===== config.mk =====
export PLATFORM = sky130hd
export DESIGN_NAME = mul_booth_seq
export DESIGN_NICKNAME = d
export VERILOG_FILES = /design/src/rtl/mul_booth_seq.sv
export SDC_FILE = /design/constraint.sdc
export NUM_CORES = 1
export LEC_CHECK = 0
export ABC_AREA = 1
export CAP_MARGIN = 20
export CORE_MARGIN = 4
export CORE_UTILIZATION = 40
export CTS_BUF_LIST = sky130_fd_sc_hd__clkbuf_16
export CTS_CLUSTER_DIAMETER = 60
export DETAILED_ROUTE_END_ITERATION = 12
export SLEW_MARGIN = 20
export SYNTH_ARGS = -nofsm -noshare
export SYNTH_HDL_FRONTEND = slang
export SYNTH_SLANG_ARGS = --single-unit

===== constraint.sdc =====
create_clock -name clk -period 4.25 [get_ports clk]
set_input_delay 0.6375 -clock clk [delete_from_list [all_inputs] [get_ports clk]]
set_output_delay 0.6375 -clock clk [all_outputs]
set_load 0.05 [all_outputs]

===== src/rtl/mul_booth_seq.sv =====
// Iterative radix-4 Booth multiplier: one Booth digit per cycle, signed or unsigned operands,
// valid/ready handshake on both the operand and product sides.
module mul_booth_seq #(
   parameter int unsigned DATA_WIDTH = 32
) (
   input  logic                      clk,
   input  logic                      rst_n,
   input  logic                      valid_i,
   output logic                      ready_o,
   input  logic [DATA_WIDTH-1:0]     a_i,
   input  logic [DATA_WIDTH-1:0]     b_i,
   input  logic                      signed_i,
   output logic                      valid_o,
   input  logic                      ready_i,
   output logic [2*DATA_WIDTH-1:0]   product_o,
   output logic                      busy_o
);

   localparam int unsigned W     = DATA_WIDTH;
   localparam int unsigned XW    = W + 2;
   localparam int unsigned AW    = W + 4;
   localparam int unsigned NDig  = XW / 2;
   localparam int unsigned CntW  = (NDig > 1) ? $clog2(NDig) : 1;

   typedef enum logic [1:0] {StIdle, StBusy, StDone} state_e;

   state_e              state_q;
   logic [XW-1:0]       x_q;
   logic [XW-1:0]       y_q;
   logic                y_prev_q;
   logic [AW-1:0]       acc_hi_q;
   logic [W-1:0]        acc_lo_q;
   logic [CntW-1:0]     cnt_q;
   logic [2*W-1:0]      product_q;

   logic [XW-1:0]       a_ext;
   logic [XW-1:0]       b_ext;
   logic [2:0]          digit;
   logic [AW-1:0]       x_ext;
   logic [AW-1:0]       mag;
   logic                neg;
   logic [AW-1:0]       sum;

   assign a_ext = signed_i ? {{2{a_i[W-1]}}, a_i} : {2'b00, a_i};
   assign b_ext = signed_i ? {{2{b_i[W-1]}}, b_i} : {2'b00, b_i};
   assign digit = {y_q[1:0], y_prev_q};

   // Booth recoding: select 0, X or 2X; negation is ones' complement plus carry-in.
   always_comb begin
      x_ext = {{2{x_q[XW-1]}}, x_q};
      mag   = '0;
      neg   = 1'b0;
      unique case (digit)
         3'b001, 3'b010: mag = x_ext;
         3'b011:         mag = x_ext << 1;
         3'b100: begin
            mag = x_ext << 1;
            neg = 1'b1;
         end
         3'b101, 3'b110: begin
            mag = x_ext;
            neg = 1'b1;
         end
         default: mag = '0;
      endcase
      sum = acc_hi_q + (neg ? ~mag : mag) + AW'(neg);
   end

   always_ff @(posedge clk) begin
      if (!rst_n) begin
         state_q   <= StIdle;
         x_q       <= '0;
         y_q       <= '0;
         y_prev_q  <= 1'b0;
         acc_hi_q  <= '0;
         acc_lo_q  <= '0;
         cnt_q     <= '0;
         product_q <= '0;
      end else begin
         case (state_q)
            StIdle: begin
               if (valid_i) begin
                  x_q      <= a_ext;
                  y_q      <= b_ext;
                  y_prev_q <= 1'b0;
                  acc_hi_q <= '0;
                  acc_lo_q <= '0;
                  cnt_q    <= CntW'(NDig - 1);
                  state_q  <= StBusy;
               end
            end
            StBusy: begin
               acc_hi_q <= {{2{sum[AW-1]}}, sum[AW-1:2]};
               acc_lo_q <= {sum[1:0], acc_lo_q[W-1:2]};
               y_q      <= {{2{y_q[XW-1]}}, y_q[XW-1:2]};
               y_prev_q <= y_q[1];
               if (cnt_q == '0) begin
                  // After N-1 shifts the low W product bits already sit in acc_lo.
                  product_q <= {sum[W-1:0], acc_lo_q};
                  state_q   <= StDone;
               end else begin
                  cnt_q <= cnt_q - CntW'(1);
               end
            end
            StDone: begin
               if (ready_i) state_q <= StIdle;
            end
            default: state_q <= StIdle;
         endcase
      end
   end

   assign ready_o   = (state_q == StIdle);
   assign busy_o    = (state_q == StBusy);
   assign valid_o   = (state_q == StDone);
   assign product_o = product_q;

endmodule


# [After elaboration in Yosys (flattened, before gate mapping)]
# Cells that the tools add are included.
[word_totals] reg_bits=208 in_bits=69 out_inout_bits=67 elab_cells=58
[classes] add_sub_neg=3 eq_ne=12 mux=20 bitwise=2 n_reduce_logical=12
[op_table] op="one-hot mux 36 bit (2 select lines)" count=2
[op_table] op="2-to-1 mux 34 bit" count=3
[op_table] op="2-to-1 mux 36 bit" count=2
[op_table] op="one-hot mux 34 bit (2 select lines)" count=1
[op_table] op="one-hot mux 32 bit (2 select lines)" count=1
[op_table] op="adder 36 x 1 -> 36 bit" count=1
[op_table] op="adder 36 bit" count=1
[op_table] op="inverter 36 bit" count=1
[op_table] op="2-to-1 mux 32 bit" count=1
[op_table] op="2-to-1 mux 5 bit" count=2
[op_table] op="one-hot mux 5 bit (2 select lines)" count=1
[op_table] op="== test 3 bit, second input constant" count=3
[op_table] op="AND reduction 3 bit" count=3
[op_table] op="== test 3 x 2 -> 1 bit, second input constant" count=2
[op_table] op="2-to-1 mux 2 bit" count=3
[op_table] op="one-hot mux 2 bit (3 select lines)" count=1
[op_table] op="AND reduction 2 bit" count=3
[op_table] op="logical NOT 5 bit" count=1
[op_table] op="subtractor 5 x 1 -> 5 bit, second input constant" count=1
[op_table] op="inequality test 2 x 1 -> 1 bit, second input constant" count=2
[op_table] op="inequality test 2 bit, second input constant" count=2
[op_table] op="OR reduction 4 bit" count=1
[op_table] op="== test 3 x 1 -> 1 bit, second input constant" count=1
[op_table] op="OR reduction 3 bit" count=1
[op_table] op="other kinds (8)" count=9

# [Longest topological paths before layout]
# Gate-level depths: netlist of run 1.
[logic_depth] ltp_word=8 depth_mapped=22 ltp_nobuf=21

# [Worst setup path after synthesis of run 1]
# Ideal clock, no wire load.
[synth_timing] path_type="register to register" start="register y_q[0]" end="register acc_hi_q[20]" setup_ns=0.070 arrival_time_ns=2.874 t_required_ns=4.180 setup_slack_ns=1.306 path_stages_with_launch=18 n_path_buf=1 period_less_slack_ns=2.944 path_cell_list="dfxtp_1 > inv_1 > ha_1 > mux2i_1 > clkbuf_1 > o22ai_1 > xor2_1 > fa_1 > nand3_1 > nand2_1 > nand2_1 > nand2_1 > nand3_1 > nand2_1 > a21oi_1 > xnor2_1 > nand2_1 > a21oi_1"
[synth_via] elab_chain_len=8 elab_cells_between_ends=16 cone_classes="add/sub: 2; eq/ne: 6; mux: 4; bitwise: 1; reduce/logical: 3"
[synth_rtl] element="from (decl)" line_no="29" source="logic [XW-1:0] y_q;"
[synth_rtl] element="from (signal assigned)" line_no="84" source="y_q <= b_ext;"
[synth_rtl] element="from (signal assigned)" line_no="95" source="y_q <= {{2{y_q[XW-1]}}, y_q[XW-1:2]};"
[synth_rtl] element="== test 3 bit, or another cell as far along" line_no="53" source="unique case (digit)"
[synth_rtl] element="OR reduction 4 bit (no line) / OR reduction 2 bit (equally long branches)"
[synth_rtl] element="one-hot mux 36 bit (2 select lines)" line_no="53"
[synth_rtl] element="inverter 36 bit" line_no="66" source="sum = acc_hi_q + (neg ? ~mag : mag) + AW'(neg);"
[synth_rtl] element="2-to-1 mux 36 bit" line_no="66"
[synth_rtl] element="adder 36 bit" line_no="66"
[synth_rtl] element="adder 36 x 1 -> 36 bit (*)" line_no="66"
[synth_rtl] element="one-hot mux 36 bit (2 select lines) (*)" line_no="80" source="case (state_q)"
[synth_rtl] element="to (signal assigned)" line_no="93" source="acc_hi_q <= {{2{sum[AW-1]}}, sum[AW-1:2]};"
[synth_rtl] element="to (decl)" line_no="31" source="logic [AW-1:0] acc_hi_q;"
# Mark *: on every way between the ends. The rest lies on a longest branch, timed or not.
# A chain may end at the register's enable or synchronous reset.

# [Worst setup path after layout of run 1]
# Ends and elaborated chain as after synthesis.

==> summary.txt, run 1 <==
Status
  • Status: finished clean

Critical path
  • Worst-path fanout max: 30
  • Worst endpoint data arrival time: a little over 4 ns
  • Required @ worst endpoint: ~4.7 ns
  • Worst R2R Start: y_q[0]
  • R2R cell count: 17
  • Crit start category: flop
  • Critical path class: reg -> reg
  • R2r setup slk: approximately 0.55 ns
  • CP endpoint kind: flop
  • Reg-to-Reg End: acc_hi_q[20]

Yosys
  • Mux cell area share after synthesis: 0.0009784
  • Post-synthesis instance total: between 1k and 1.5k
  • Main combinational cell family by area after synthesis: simple AND/OR/NAND/NOR gates
  • Syn Nets: 1,558
  • Yosys reg bits: around 200
  • Seq/Total Area, Yosys: 0.4011
  • Mean Syn Cell Area: 7.061 um2
  • Cell Area, Synth: 0.01023 mm2
  • Synth Area in Compound Gates: 0.1869
  • Post-Synth Adder-Cell Area: 0.04965
  • Yosys warns: 0
  • Synth unique cells: 41
  • Simple-Gate Fraction of Synth Area: 0.2473
  • Xor and xnor area share after synthesis: 0.04280

Placement
  • Placer Congestion: 0.9815
  • Port bufs: 135
  • Placed inst area: 0.01181 mm2
  • DP Wirelength: approximately 21,000 um
  • Placed Cells: 1,855

Power and ir drop
  • Clock power share: 0.340
  • Internal Power: around 0.0039 W
  • Static Leak: 5.087 nW
  • Sw frac: 0.3468
  • Sw Pwr: 0.002059 W
  • Pwr dens: 470.8 mW/mm2
  • Final Power: between 0.005 and 0.006 W
  • Worst vdd ir: about 0.33 mV
  • Combinational power share: 0.291
  • Flop pwr share: 0.369

STA
  • RSZ-0062 raised after global routing: no
  • Slew Viols, Final: 0
  • Final setup viols: 0
  • Worst-margin pin slew: 0.8057 ns
  • Tmin final: roughly 3.7 ns
  • Slew Limit Headroom: 0.4629
  • Max Fclk: between 200 and 300 MHz
  • Setup Skew: 0.01704 ns
  • Tcrit/Tclk final: 0.8704
  • Final Hold Vio Count: 0
  • Setup TNS: 0 ns

CTS
  • Number of hold buffers added after CTS: 0
  • CTS H-tree lvls: 1
  • Clock root buffer: clkbuf_16
  • Sinks on the clock net: 205
  • Clock slew at reported path FFs: 0.06 ns
  • Clock Latency Late Sink: 0.52 ns
  • TritonCTS Buffers: 24
  • TritonCTS clock tree: done
  • CTS max path bufs: 3

Routing
  • Drt via density: around 5
  • Final WL: 28,860 um
  • 1st-pass router iterations: 5
  • # DRC: 0
  • Vias: 9,505
  • Remaining antenna violation count after routing: 0
  • Wire per inst: 15.21 um
  • Drt initial violations: about 700

Job
  • Max_cap viols: 0

Floorplanning
  • Die ar.: 0.02820 mm2
  • Initial Util: 0.4063
  • Chip Height: 167.9 um
  • Row count: just under 60
  • Core Region: 0.02518 mm2
  • Die extent in x: approximately 170 um
  • IO Pins: 136

Cells and area
  • Final Non-Filler Cells: between 1.5k and 2k
  • NumNets Final: 1,661
  • # diodes: 0
  • # fillers: roughly 2.5k
  • Commonest non-fill, non-tap cells in the layout: 446 x nand2_1, 205 x dfxtp_1, 162 x a21oi_1
  • Commonest non-fill, non-tap cell in the layout: nand2_1
  • Fin area: 0.01261 mm2
  • Share of cells above drive strength 1: 0.05424
  • Final core utilization: 0.5008
  • Synth-to-layout area growth: 23.26%

Hold path
  • Min-delay worst type: reg -> reg
  • Hold path start: product_o[21]
  • Worst hold path depth: 2
  • Hold EP: product_o[21]

GRT
  • First-pass GRT wire length: 47,150 um
  • GRT Total Usage: 0.1991
  • Largest net degree at the start of global routing: 73
  • Number of antenna violations at the first check in global routing: 0
  • Vias in the first global route: 9,255
  • Grt ovf: 0
## sequential cells by signal (all words and copies together) (netlist names)
register and count:
acc_hi_q 34, acc_lo_q 32, cnt_q 5, product_o 64, state_q 2, x_q 33
y_prev_q 1, y_q 34
## power by group through the flow
stage                     clock network [W]  logic [W]  registers, W
after floorplan                           0    0.00111       0.00233
after global placement                    0    0.00172       0.00223
after detailed placement                  0    0.00172       0.00223
after CTS                           0.00207    0.00173       0.00219
after global routing                0.00215    0.00193       0.00221
final                               0.00202    0.00173       0.00219
## layout make-up
class                      count  area, um2  share of cell area
sequential                   205       4104              0.3254
tap                          330      412.9             0.03274
multi-input combinational   1061       5426              0.4303
timing repair buffer         151       1486              0.1179
inverter                     109      410.4             0.03254
clock buffer                  24      600.6             0.04762
clock inverter                17      170.2             0.01349
## worst max path at each step
| stage | start | to | slack [ns] | cells past startpoint |
|---|---|---|---|---|
| global route | y_q[0] | product_o[62] | 0.15 | 20 |
| floorplan | y_q[0] | acc_hi_q[20] | 1.31 | 17 |
| detailed placement | y_q[0] | acc_hi_q[20] | 0.14 | 17 |
| finish | y_q[0] | acc_hi_q[20] | 0.55 | 17 |
| CTS | y_q[0] | acc_hi_q[20] | 0.13 | 17 |
| global placement | y_q[0] | acc_hi_q[20] | 0.28 | 17 |
## cells by family after synthesis
kind of cell	after synthesis
simple gates	618
buf+inv	183
mux	1
flops	205
compound gates	352
fa+ha+maj	40
xor+xnor	50
## Yosys cell counts, drive strengths merged
cell type	instances	share of area
xnor2	6	0.0051
nand4	6	0.0049
nand3b	6	0.0044
or2	8	0.0051
a21o	3	0.0022
nand2	457	0.17
and2	5	0.0031
nor3b	1	0.00073
o211ai	9	0.0066
mux2i	1	0.00098
fa	1	0.0020
nand3	46	0.024
nor3	11	0.0054
o31ai	1	0.00073
inv	109	0.040
o21a	6	0.0044
a21oi	163	0.080
ha	39	0.048
a31oi	32	0.020
o21ai	100	0.049
dfxtp	205	0.40
buf	35	0.017
o22ai	32	0.020
nor2	78	0.030
clkbuf	39	0.014
xor2	44	0.038
o21bai	6	0.0044
## routing by layer
| metal | up-vias | share of wire | global-route usage | wire length, um |
|---|---|---|---|---|
| li1 | 4964 | - | - | - |
| met1 | 4279 | 0.47 | 0.2684 | 13440 |
| met2 | 211 | 0.47 | 0.3374 | 13420 |
| met3 | 51 | 0.042 | 0.02395 | 1224 |
| met4 | 0 | 0.027 | 0.05540 | 774 |
| met5 | - | 0 | 0 | 0 |
## stage by stage
stage                     hold WS, ns  setup WS (ns)
after floorplan                0.4392          1.306
after CTS                      0.4614         0.1348
final                          0.4617         0.5510
after global routing           0.4714         0.1514
after detailed placement       0.4522         0.1357
after global placement         0.4487         0.2836
## worst max-delay path, cell delays in order (launching register included)
cell     delay (ns)
dfxtp_1        0.38
inv_1          0.08
ha_1           0.22
nand2_1        0.15
nand3_4        0.45
buf_4          0.36
xor2_1         0.20
fa_1           0.53
nand3_1        0.11
nand2_1        0.10
nand2_1        0.08
nand2_1        0.09
nand3_1        0.09
nand2_1        0.13
a21oi_1        0.20
xnor2_1        0.21
nand2_1        0.09
a21oi_1        0.13
## timing repair
action,CTS,global route
setup buffers,0,0
endpoints found under the setup margin,0,31
resized for setup,0,1
Note: power is estimated with default switching activity, not from simulation.
==> run 2, diff against run 1 <==
--- a/config.mk
+++ b/config.mk
@@ -12,6 +12,7 @@
 export CTS_BUF_LIST = sky130_fd_sc_hd__clkbuf_16
 export CTS_CLUSTER_DIAMETER = 60
 export DETAILED_ROUTE_END_ITERATION = 12
+export SKIP_LAST_GASP = 1
 export SLEW_MARGIN = 20
 export SYNTH_ARGS = -nofsm -noshare
 export SYNTH_HDL_FRONTEND = slang
==> results of run 2 <==
Same layout as run 1: the final DEF is identical, and so are final timing and power.
==> run 3, diff against run 2 <==
--- a/config.mk
+++ b/config.mk
@@ -7,11 +7,14 @@
 export LEC_CHECK = 0
 export ABC_AREA = 1
 export CAP_MARGIN = 20
+export CELL_PAD_IN_SITES_DETAIL_PLACEMENT = 0
+export CELL_PAD_IN_SITES_GLOBAL_PLACEMENT = 1
 export CORE_MARGIN = 4
 export CORE_UTILIZATION = 40
 export CTS_BUF_LIST = sky130_fd_sc_hd__clkbuf_16
 export CTS_CLUSTER_DIAMETER = 60
 export DETAILED_ROUTE_END_ITERATION = 12
+export PLACE_DENSITY_LB_ADDON = 0.1
 export SKIP_LAST_GASP = 1
 export SLEW_MARGIN = 20
 export SYNTH_ARGS = -nofsm -noshare
==> run 3 against run 2 <==
Against the previous run:
- clock power up 5%
- cell area grew 0.19%
- clock skew increased by 0.0051 ns
- via count is 0.29% higher
- die area unchanged
- power is 1.7% higher
- critical endpoint is now acc_hi_q[18]
==> summary.txt, run 3 (synthesis gave the netlist of run 1 again) <==
GRT
  • First-pass GRT wire length: 47,320 um (+0.35%)
  • Number of antenna violations at the first check in global routing: 0 (unchanged)
  • Vias in the first global route: 9,160 (-1.0%)
  • Largest net degree at the start of global routing: 66 (-9.6%)
  • GRT Total Usage: 0.1998 (+0.0007701)
  • Grt ovf: 0 (unchanged)

Critical path
  • CP endpoint kind: flop
  • Required @ worst endpoint: 4.68 ns (about the same)
  • Worst-path fanout max: 12 (-60%)
  • Critical path class: reg -> reg
  • Worst setup path start: y_q[0]
  • R2r setup slk: 0.72 ns (+0.17 ns)
  • Worst R2R Start: y_q[0]
  • Reg-to-Reg End: acc_hi_q[18]
  • Worst endpoint data arrival time: 3.96 ns (-0.18 ns)
  • Crit start category: flop
  • Crit path to: acc_hi_q[18]
  • R2R cell count: 18 (+1)

Cells and area
  • Final core utilization: 0.5017 (+0.0009440)
  • Largest register FFs: 64 (unchanged)
  • Commonest non-fill, non-tap cells in the layout: 445 x nand2_1, 205 x dfxtp_1, 162 x a21oi_1
  • # fillers: 2,551 (+0.99%)
  • Reg area: 0.004104 mm2 (unchanged)
  • Synth-to-layout area growth: 23.49%
  • Area of the multi-input gates: 0.005421 mm2 (about the same)
  • Commonest non-fill, non-tap cell in the layout: nand2_1
  • # diodes: 0 (unchanged)
  • NumNets Final: 1,661 (unchanged)
  • Share of cells above drive strength 1: 0.05534 (+0.001100)

Placement
  • Placer Congestion: 0.9022 (-8.1%)
  • DP Wirelength: 20,430 um (-0.53%)
  • Port bufs: 135 (unchanged)
  • Pre-CTS WS: 0.6531 ns (+0.5174 ns)

Job
  • Max_cap viols: 0 (unchanged)

Power and ir drop
  • Static Leak: 5.097 nW (+0.18%)
  • Pwr dens: 477.7 mW/mm2 (+1.5%)
  • Worst vdd ir: 0.2664 mV (-18%)

STA
  • Setup TNS: 0 ns (unchanged)
  • Final setup viols: 0 (unchanged)
  • Max Fclk: 283.1 MHz (+4.7%)
  • Tcrit/Tclk final: 0.8312 (-0.03914)
  • Tmin final: 3.533 ns (-0.1664 ns)
  • Slew Limit Headroom: 0.4174 (-0.04543)
  • RSZ-0062 raised after global routing: no
  • Worst-margin pin slew: 0.8739 ns (+0.06815 ns)
  • Slew Viols, Final: 0 (unchanged)
  • Setup Skew: 0.02212 ns (+0.005085 ns)
  • Final Hold Vio Count: 0 (unchanged)
  • Worst Slack Setup Final: 0.7173 ns (+0.1664 ns)

CTS
  • TritonCTS clock tree: done
  • TritonCTS Buffers: 27 (+13%)
  • CTS max path bufs: 3 (unchanged)
  • Clock root buffer: clkbuf_16
  • Clock slew at reported path FFs: 0.05 ns (about the same)
  • CTS H-tree lvls: 1 (unchanged)
  • Clock Latency Late Sink: 0.53 ns (about the same)
  • # Post-CTS Setup Buffers: 0 (unchanged)
  • Post-CTS sizing: 0 (unchanged)
  • Sinks on the clock net: 205 (unchanged)
  • Number of hold buffers added after CTS: 0 (unchanged)

Floorplanning
  • Row count: 58 (unchanged)
  • Chip Height: 167.9 um (unchanged)
  • IO Pins: 136 (unchanged)
  • Die ar.: 0.02820 mm2 (unchanged)
  • Core Region: 0.02518 mm2 (unchanged)
  • Initial Util: 0.4063 (unchanged)
  • Die extent in x: 167.9 um (unchanged)

Routing
  • 1st-pass router iterations: 5 (unchanged)
  • Drt initial violations: 582 (-18%)
  • Final WL: 28,920 um (+0.20%)
  • Drt via density: 5.012 (about the same)
  • Vias: 9,533 (+0.29%)
  • # DRC: 0 (unchanged)
  • Remaining antenna violation count after routing: 0 (unchanged)
  • Wire per inst: 15.20 um (about the same)

Status
  • Status: finished clean

Hold path
  • Min-delay worst type: reg -> reg
run 3: cell type report:
type	count	area share
Clock inverter	22	0.01307
Multi-Input combinational cell	1061	0.4291
Sequential cell	205	0.3248
Timing Repair Buffer	148	0.1143
Inverter	109	0.03258
Tap cell	330	0.03268
Clock buffer	27	0.05348
run 3: critical path, stage by stage (launching register included):
cell	delay, ns
dfxtp_1	0.37
inv_1	0.08
ha_1	0.22
nand2_1	0.12
nand3_2	0.31
buf_4	0.34
xor2_1	0.35
fa_1	0.35
nand3_1	0.09
nand2_1	0.14
nand4_1	0.12
nand2_2	0.11
nand2_1	0.07
nand2_2	0.10
nand2_1	0.06
nand2_1	0.07
xor2_1	0.31
nand2_1	0.09
a21oi_1	0.13
run 3: power breakdown:
group	total, W	switching (W)	internal, W
sequential	0.00219	0.0000944	0.00209
combinational	0.00171	0.00115	0.000568
clock	0.00213	0.000857	0.00128
run 3: per-layer routing:
layer / track usage / wire length [um] / vias to the layer above
met5: 0 / 0 / -
met4: 0.04834 / 654 / 0
met1: 0.2832 / 14020 / 4342
met3: 0.02653 / 1179 / 36
li1: - / - / 4970
met2: 0.3242 / 13070 / 185
run 3: how the worst min path moves through the flow:
stage                        from            end  slack [ns]  cells after the start
finish                   cnt_q[1]       cnt_q[1]        0.46                      2
floorplan                cnt_q[1]       cnt_q[1]        0.44                      2
detailed placement       cnt_q[1]       cnt_q[1]        0.45                      2
global route        product_o[15]  product_o[15]        0.48                      2
CTS                      cnt_q[1]       cnt_q[1]        0.46                      2
global placement     product_o[4]   product_o[4]        0.45                      2
run 3: metrics by stage:
step	std cells	power (W)	hold WS (ns)	instance area (um2)
finish	1902	0.006036	0.4562	12630
floorplan	1449	0.003442	0.4392	10230
detailed placement	1853	0.003948	0.4515	11790
CTS	1902	0.006104	0.4604	12630
global route	1902	0.006388	0.4809	12630
global placement	1853	0.003949	0.4494	11790
==> edit 1 (config.mk and constraints of run 3) <==
The 3 states of `state_e` get a one-hot encoding in 3 bits.
--- a/src/rtl/mul_booth_seq.sv
+++ b/src/rtl/mul_booth_seq.sv
@@ -23,5 +23,5 @@
    localparam int unsigned CntW  = (NDig > 1) ? $clog2(NDig) : 1;
 
-   typedef enum logic [1:0] {StIdle, StBusy, StDone} state_e;
+   typedef enum logic [2:0] {StIdle = 3'b001, StBusy = 3'b010, StDone = 3'b100} state_e;
 
    state_e              state_q;
Behaviour: no difference found for any inputs over 10 cycles, from zero or initial values and one cycle with rst_n low; not proved beyond that.
==> edit 1 against run 3 <==
  * Sequential share of layout area fell by 0.10 points
  * Maximum frequency fell by 7.1%
  * Wire length up 7.4%
  * Synthesized area up 0.81%
  * Power is 1.7% lower
  * Design area is 0.80% higher
  * Sequential cell count is 1 higher
  * Worst setup slack worse by 0.27 ns
  * Non-clock buffer count unchanged
==> edit 1: results (changes against run 3) <==
Status: finished clean
Final nets: 1673 (+0.72%)
Drt first-iter violations: 632 (+8.6%)
EDFF count, synth: 0 (unchanged)
FFs w/ async S/R, synth: 0 (unchanged)
CP Max Fanout: 27 (+15)
Routed len/inst: 16.2 um (+6.9%)
Postcts setup bufs: 0 (unchanged)
Setup crit end: acc_hi_q[34]$_SDFFE_PN0P_
Synth Net Count: 1571 (+0.83%)
Leakage power: 5.16 nW (+1.2%)
Ys Warns: 0 (unchanged)
Register area share after synthesis: 0.400 (-0.00127)
Clk root buf: clkbuf_16
Largest net degree at the start of global routing: 81 (+23%)
Vias per cell: 5.09 (+1.6%)
Max incr delay on CP: 0.53 ns (+0.16 ns)
Min-Delay Path Class: flop to flop
Worst R2R Setup Slack: 0.45 ns (-0.27 ns)
H-Tree Depth: 1 (unchanged)
Placed insts: 1867 (+0.76%)
Antenna violations before repair: 0 (unchanged)
Detail Placement HPWL: 22000 um (+7.8%)
RePlAce Congestion: 0.883 (-2.2%)
Reg2reg start: y_q[0]$_SDFFE_PN0P_
Max_slew headroom: 0.332 (-0.0857)
Num CTS Buffers: 25 (-7.4%)
Worst vdd ir: 684 uV (+160%)
Layout cells sized above 1: 0.0417 (-0.0136)
Number of buffers added on ports: 135 (unchanged)
Vias in the first global route: 9536 (+4.1%)
Post-CTS sizing: 0 (unchanged)
Final wirelength: 31100 um (+7.4%)
CP max-delay cell: a21oi_1
Clock-pin slew on the worst setup and hold paths: 0.06 ns
Hold_sp: product_o[17]$_SDFFE_PN0P_
Net switching power: 2.03 mW (-3.5%)
TritonCTS clock tree: yes
Most frequent cells after synthesis: nand2_1, dfxtp_1, a21oi_1
Top post-synthesis cells by area: dfxtp_1, nand2_1, a21oi_1
Netlist cell types: 40 (-2.4%)
Critical path arrival: 4.27 ns (+0.31 ns)
DR pass1 iterations: 5 (unchanged)
Post-synthesis area per instance: 7.05 um^2 (about the same)
Worst Skew: 0.0158 ns (-0.00633 ns)
GRT Overall Usage: 0.216 (+0.0158)
First-pass GRT wire length: 50200 um (+6.2%)
Post-route ant nets: 0 (unchanged)
Family with the most delay on the worst path: compound AO/OA/AOI/OAI gates
R2R cell count: 16 (-2)
Worst setup path class: flop to flop
[edit 1: cell count changes in the layout (fill, tap and decap cells not counted), moves of 3 or more]
cell | before | now
nor2_1 | 74 | 121
nand2_1 | 445 | 404
a21oi_1 | 162 | 186
o21ai_0 | 97 | 75
nand2_2 | 12 | 0
inv_1 | 110 | 120
a221oi_1 | 0 | 8
a31oi_1 | 32 | 25
clkinv_2 | 6 | 1
xor2_1 | 44 | 49
nor3_1 | 11 | 15
xnor2_1 | 6 | 2
nand3_2 | 4 | 1
[edit 1: power by group through the flow]
| stage | Combinational, mW | Clock (mW) | Sequential, mW |
|---|---|---|---|
| final | 1.57 | 2.18 | 2.18 |
| after global routing | 1.75 | 2.32 | 2.20 |
| after CTS | 1.59 | 2.23 | 2.18 |
| after detailed placement | 1.58 | 0 | 2.22 |
| after global placement | 1.59 | 0 | 2.22 |
| after floorplan | 1.02 | 0 | 2.30 |
[edit 1: logic make-up after synthesis]
family	share of synthesized area
flops	0.400
fa+ha+maj	0.0493
compound gates	0.192
xor+xnor	0.0433
mux	0.000971
simple gates	0.240
buf+inv	0.0755
[edit 1: routing by layer]
| metal | up-vias | GRT usage | wire length (um) |
|---|---|---|---|
| met4 | 0 | 0.0480 | 694 |
| met1 | 4478 | 0.272 | 13500 |
| met5 | - | 0 | 0 |
| met3 | 33 | 0.0364 | 1430 |
| li1 | 5009 | - | - |
| met2 | 212 | 0.387 | 15400 |
[edit 1: cell type report]
cell class                      count  area [um^2]
Clock buffer                       25          626
Clock inverter                     20          214
Fill cell                        2603        12500
Inverter                          122          460
Multi-Input combinational cell   1061         5430
Sequential cell                   206         4120
Tap cell                          330          413
Timing Repair Buffer              148         1470
[edit 1: stage by stage]
| step | setup slack [ns] | utilization | area, um^2 | hold slack [ns] |
|---|---|---|---|---|
| 2_1_floorplan | 1.22 | - | 10300 | 0.440 |
| 3_3_place_gp | 0.580 | 0.471 | 11900 | 0.450 |
| 3_5_place_dp | 0.583 | 0.471 | 11900 | 0.452 |
| 4_1_cts | 0.558 | 0.504 | 12700 | 0.461 |
| 5_1_grt | 0.271 | 0.504 | 12700 | 0.484 |
| 6_report | 0.449 | 0.504 | 12700 | 0.459 |
[edit 1: worst min-delay path by stage]
stage | end | slack [ns] | cells past startpoint
6_report | product_o[17]$_SDFFE_PN0P_ | 0.46 | 2
5_1_grt | product_o[22]$_SDFFE_PN0P_ | 0.48 | 2
4_1_cts | product_o[23]$_SDFFE_PN0P_ | 0.46 | 2
3_5_place_dp | product_o[23]$_SDFFE_PN0P_ | 0.45 | 2
3_3_place_gp | product_o[8]$_SDFFE_PN0P_ | 0.45 | 2
2_1_floorplan | acc_lo_q[0]$_SDFFE_PN0P_ | 0.44 | 2
==> edit 2 (settings of run 3) <==
Without the edit above. Set the parameter `DATA_WIDTH` to 64 (it was 32).
--- a/src/rtl/mul_booth_seq.sv
+++ b/src/rtl/mul_booth_seq.sv
@@ -2,5 +2,5 @@
 // valid/ready handshake on both the operand and product sides.
 module mul_booth_seq #(
-   parameter int unsigned DATA_WIDTH = 32
+   parameter int unsigned DATA_WIDTH = 64
 ) (
    input  logic                      clk,
Ports: changed (resized a_i, b_i and product_o); port bits go from 136 to 264. No check against the original RTL was run, so the function may have changed too.
==> edit 2 against run 3 <==
  * Maximum frequency shrank 11%
  * Synthesized area grew 100%
  * Worst setup slack lost 0.42 ns
  * Worst hold slack gained 0.0054 ns
  * Sequential cell count grew 193
  * Clock skew grew 0.0019 ns
  * Design area grew 100%
  * Die area grew 96%
  * Utilization is essentially flat
  * Final cell count grew 110%
  * Power grew 110%
  * Clock power grew 81%
  * Wire length grew 140%
  * Largest power group is now combinational logic
==> edit 2: results (changes against run 3) <==
Status: finished clean
Buffering overhead: 0.118 (+0.00398)
Post-synthesis mux area share: 0.000485 (-0.000494)
Leakage power: 10.3 nW (+100%)
Family with the most delay on the worst path: compound AO/OA/AOI/OAI gates
Final nets: 3455 (+110%)
Xor/xnor share of the synthesized area: 0.0368 (-0.00596)
Detail Placement HPWL: 51900 um (+150%)
RePlAce Congestion: 0.928 (+2.8%)
Fraction of area in multi-input gates: 0.432 (+0.00254)
Worst Tran Pin Value: 1.02 ns (+0.144 ns)
H-Tree Depth: 2 (+1)
Vias in the first global route: 20300 (+120%)
Register area share after synthesis: 0.386 (-0.0152)
Non-Filler Instances: 3963 (+110%)
Seq cells post-synth: 398 (+94%)
# clk buffers: 48 (+78%)
Layout cells sized above 1: 0.0542 (-0.00119)
Pre-CTS setup slack: 0.380 ns (-0.273 ns)
Multi-In Gates: 2201 (+110%)
Area after DPL: 23900 um^2 (+100%)
Max incr delay on CP: 0.51 ns (+0.14 ns)
CP max-delay cell: a21boi_0
Placed insts: 3872 (+110%)
Max reg flops: 128 (+100%)
Final wirelength: 70800 um (+140%)
Register area: 7970 um^2 (+94%)
Worst vdd ir: 299 uV (+12%)
First-pass GRT wire length: 111000 um (+140%)
Number of buffers added on ports: 263 (+95%)
Most frequent cells after synthesis: nand2_1, dfxtp_1, a21oi_1
Inverters: 298 (+170%)
Highest Signal Layer: met5
Buffers, non-clock: 303 (+100%)
edit 2: changes by cell type after synthesis, sizes merged, moves of 15 or more:
cell,delta
nand2,+460
dfxtp,+193
inv,+188
a21oi,+167
nor2,+166
o21ai,+128
clkbuf,+65
nand3,+52
xor2,+41
a31oi,+38
o22ai,+33
ha,+32
buf,+15
edit 2: power by group through the flow:
stage | Sequential, mW | Clock [mW] | Combinational [mW]
2_1_floorplan | 4.76 | 0 | 2.76
3_3_place_gp | 4.46 | 0 | 4.52
3_5_place_dp | 4.46 | 0 | 4.55
4_1_cts | 4.39 | 3.95 | 4.57
5_1_grt | 4.43 | 4.11 | 5.05
6_report | 4.39 | 3.86 | 4.56
edit 2: final timing paths:
| path | start | end | slack [ns] | cells after the start |
|---|---|---|---|---|
| worst min register to register | product_o[19]$_SDFFE_PN0P_ | product_o[19]$_SDFFE_PN0P_ | 0.46 | 2 |
| worst min-delay path | product_o[19]$_SDFFE_PN0P_ | product_o[19]$_SDFFE_PN0P_ | 0.46 | 2 |
| worst max register to register | y_q[0]$_SDFFE_PN0P_ | acc_hi_q[57]$_SDFFE_PN0P_ | 0.29 | 17 |
| worst max-delay path | y_q[0]$_SDFFE_PN0P_ | acc_hi_q[57]$_SDFFE_PN0P_ | 0.29 | 17 |
edit 2: cells by family (layout without fill, tap and decap cells):
group           after synthesis  in the layout
fa+ha+maj                    72             72
mux                           1              1
compound gates              729            729
other cells                   0              4
flops                       398            398
xor+xnor                     86             86
buf+inv                     452            688
simple gates               1313           1313
edit 2: repair_timing:
item                                    in CTS  in global routing
endpoints found under the hold margin        0                  0
endpoints found under the setup margin       0                  1
resized for setup                            0                  1
edit 2: layer usage:
layer	vias to the layer above	global-route usage
li1	10300	-
met1	9419	0.319
met2	517	0.420
met3	105	0.0515
met4	10	0.0648
met5	-	0
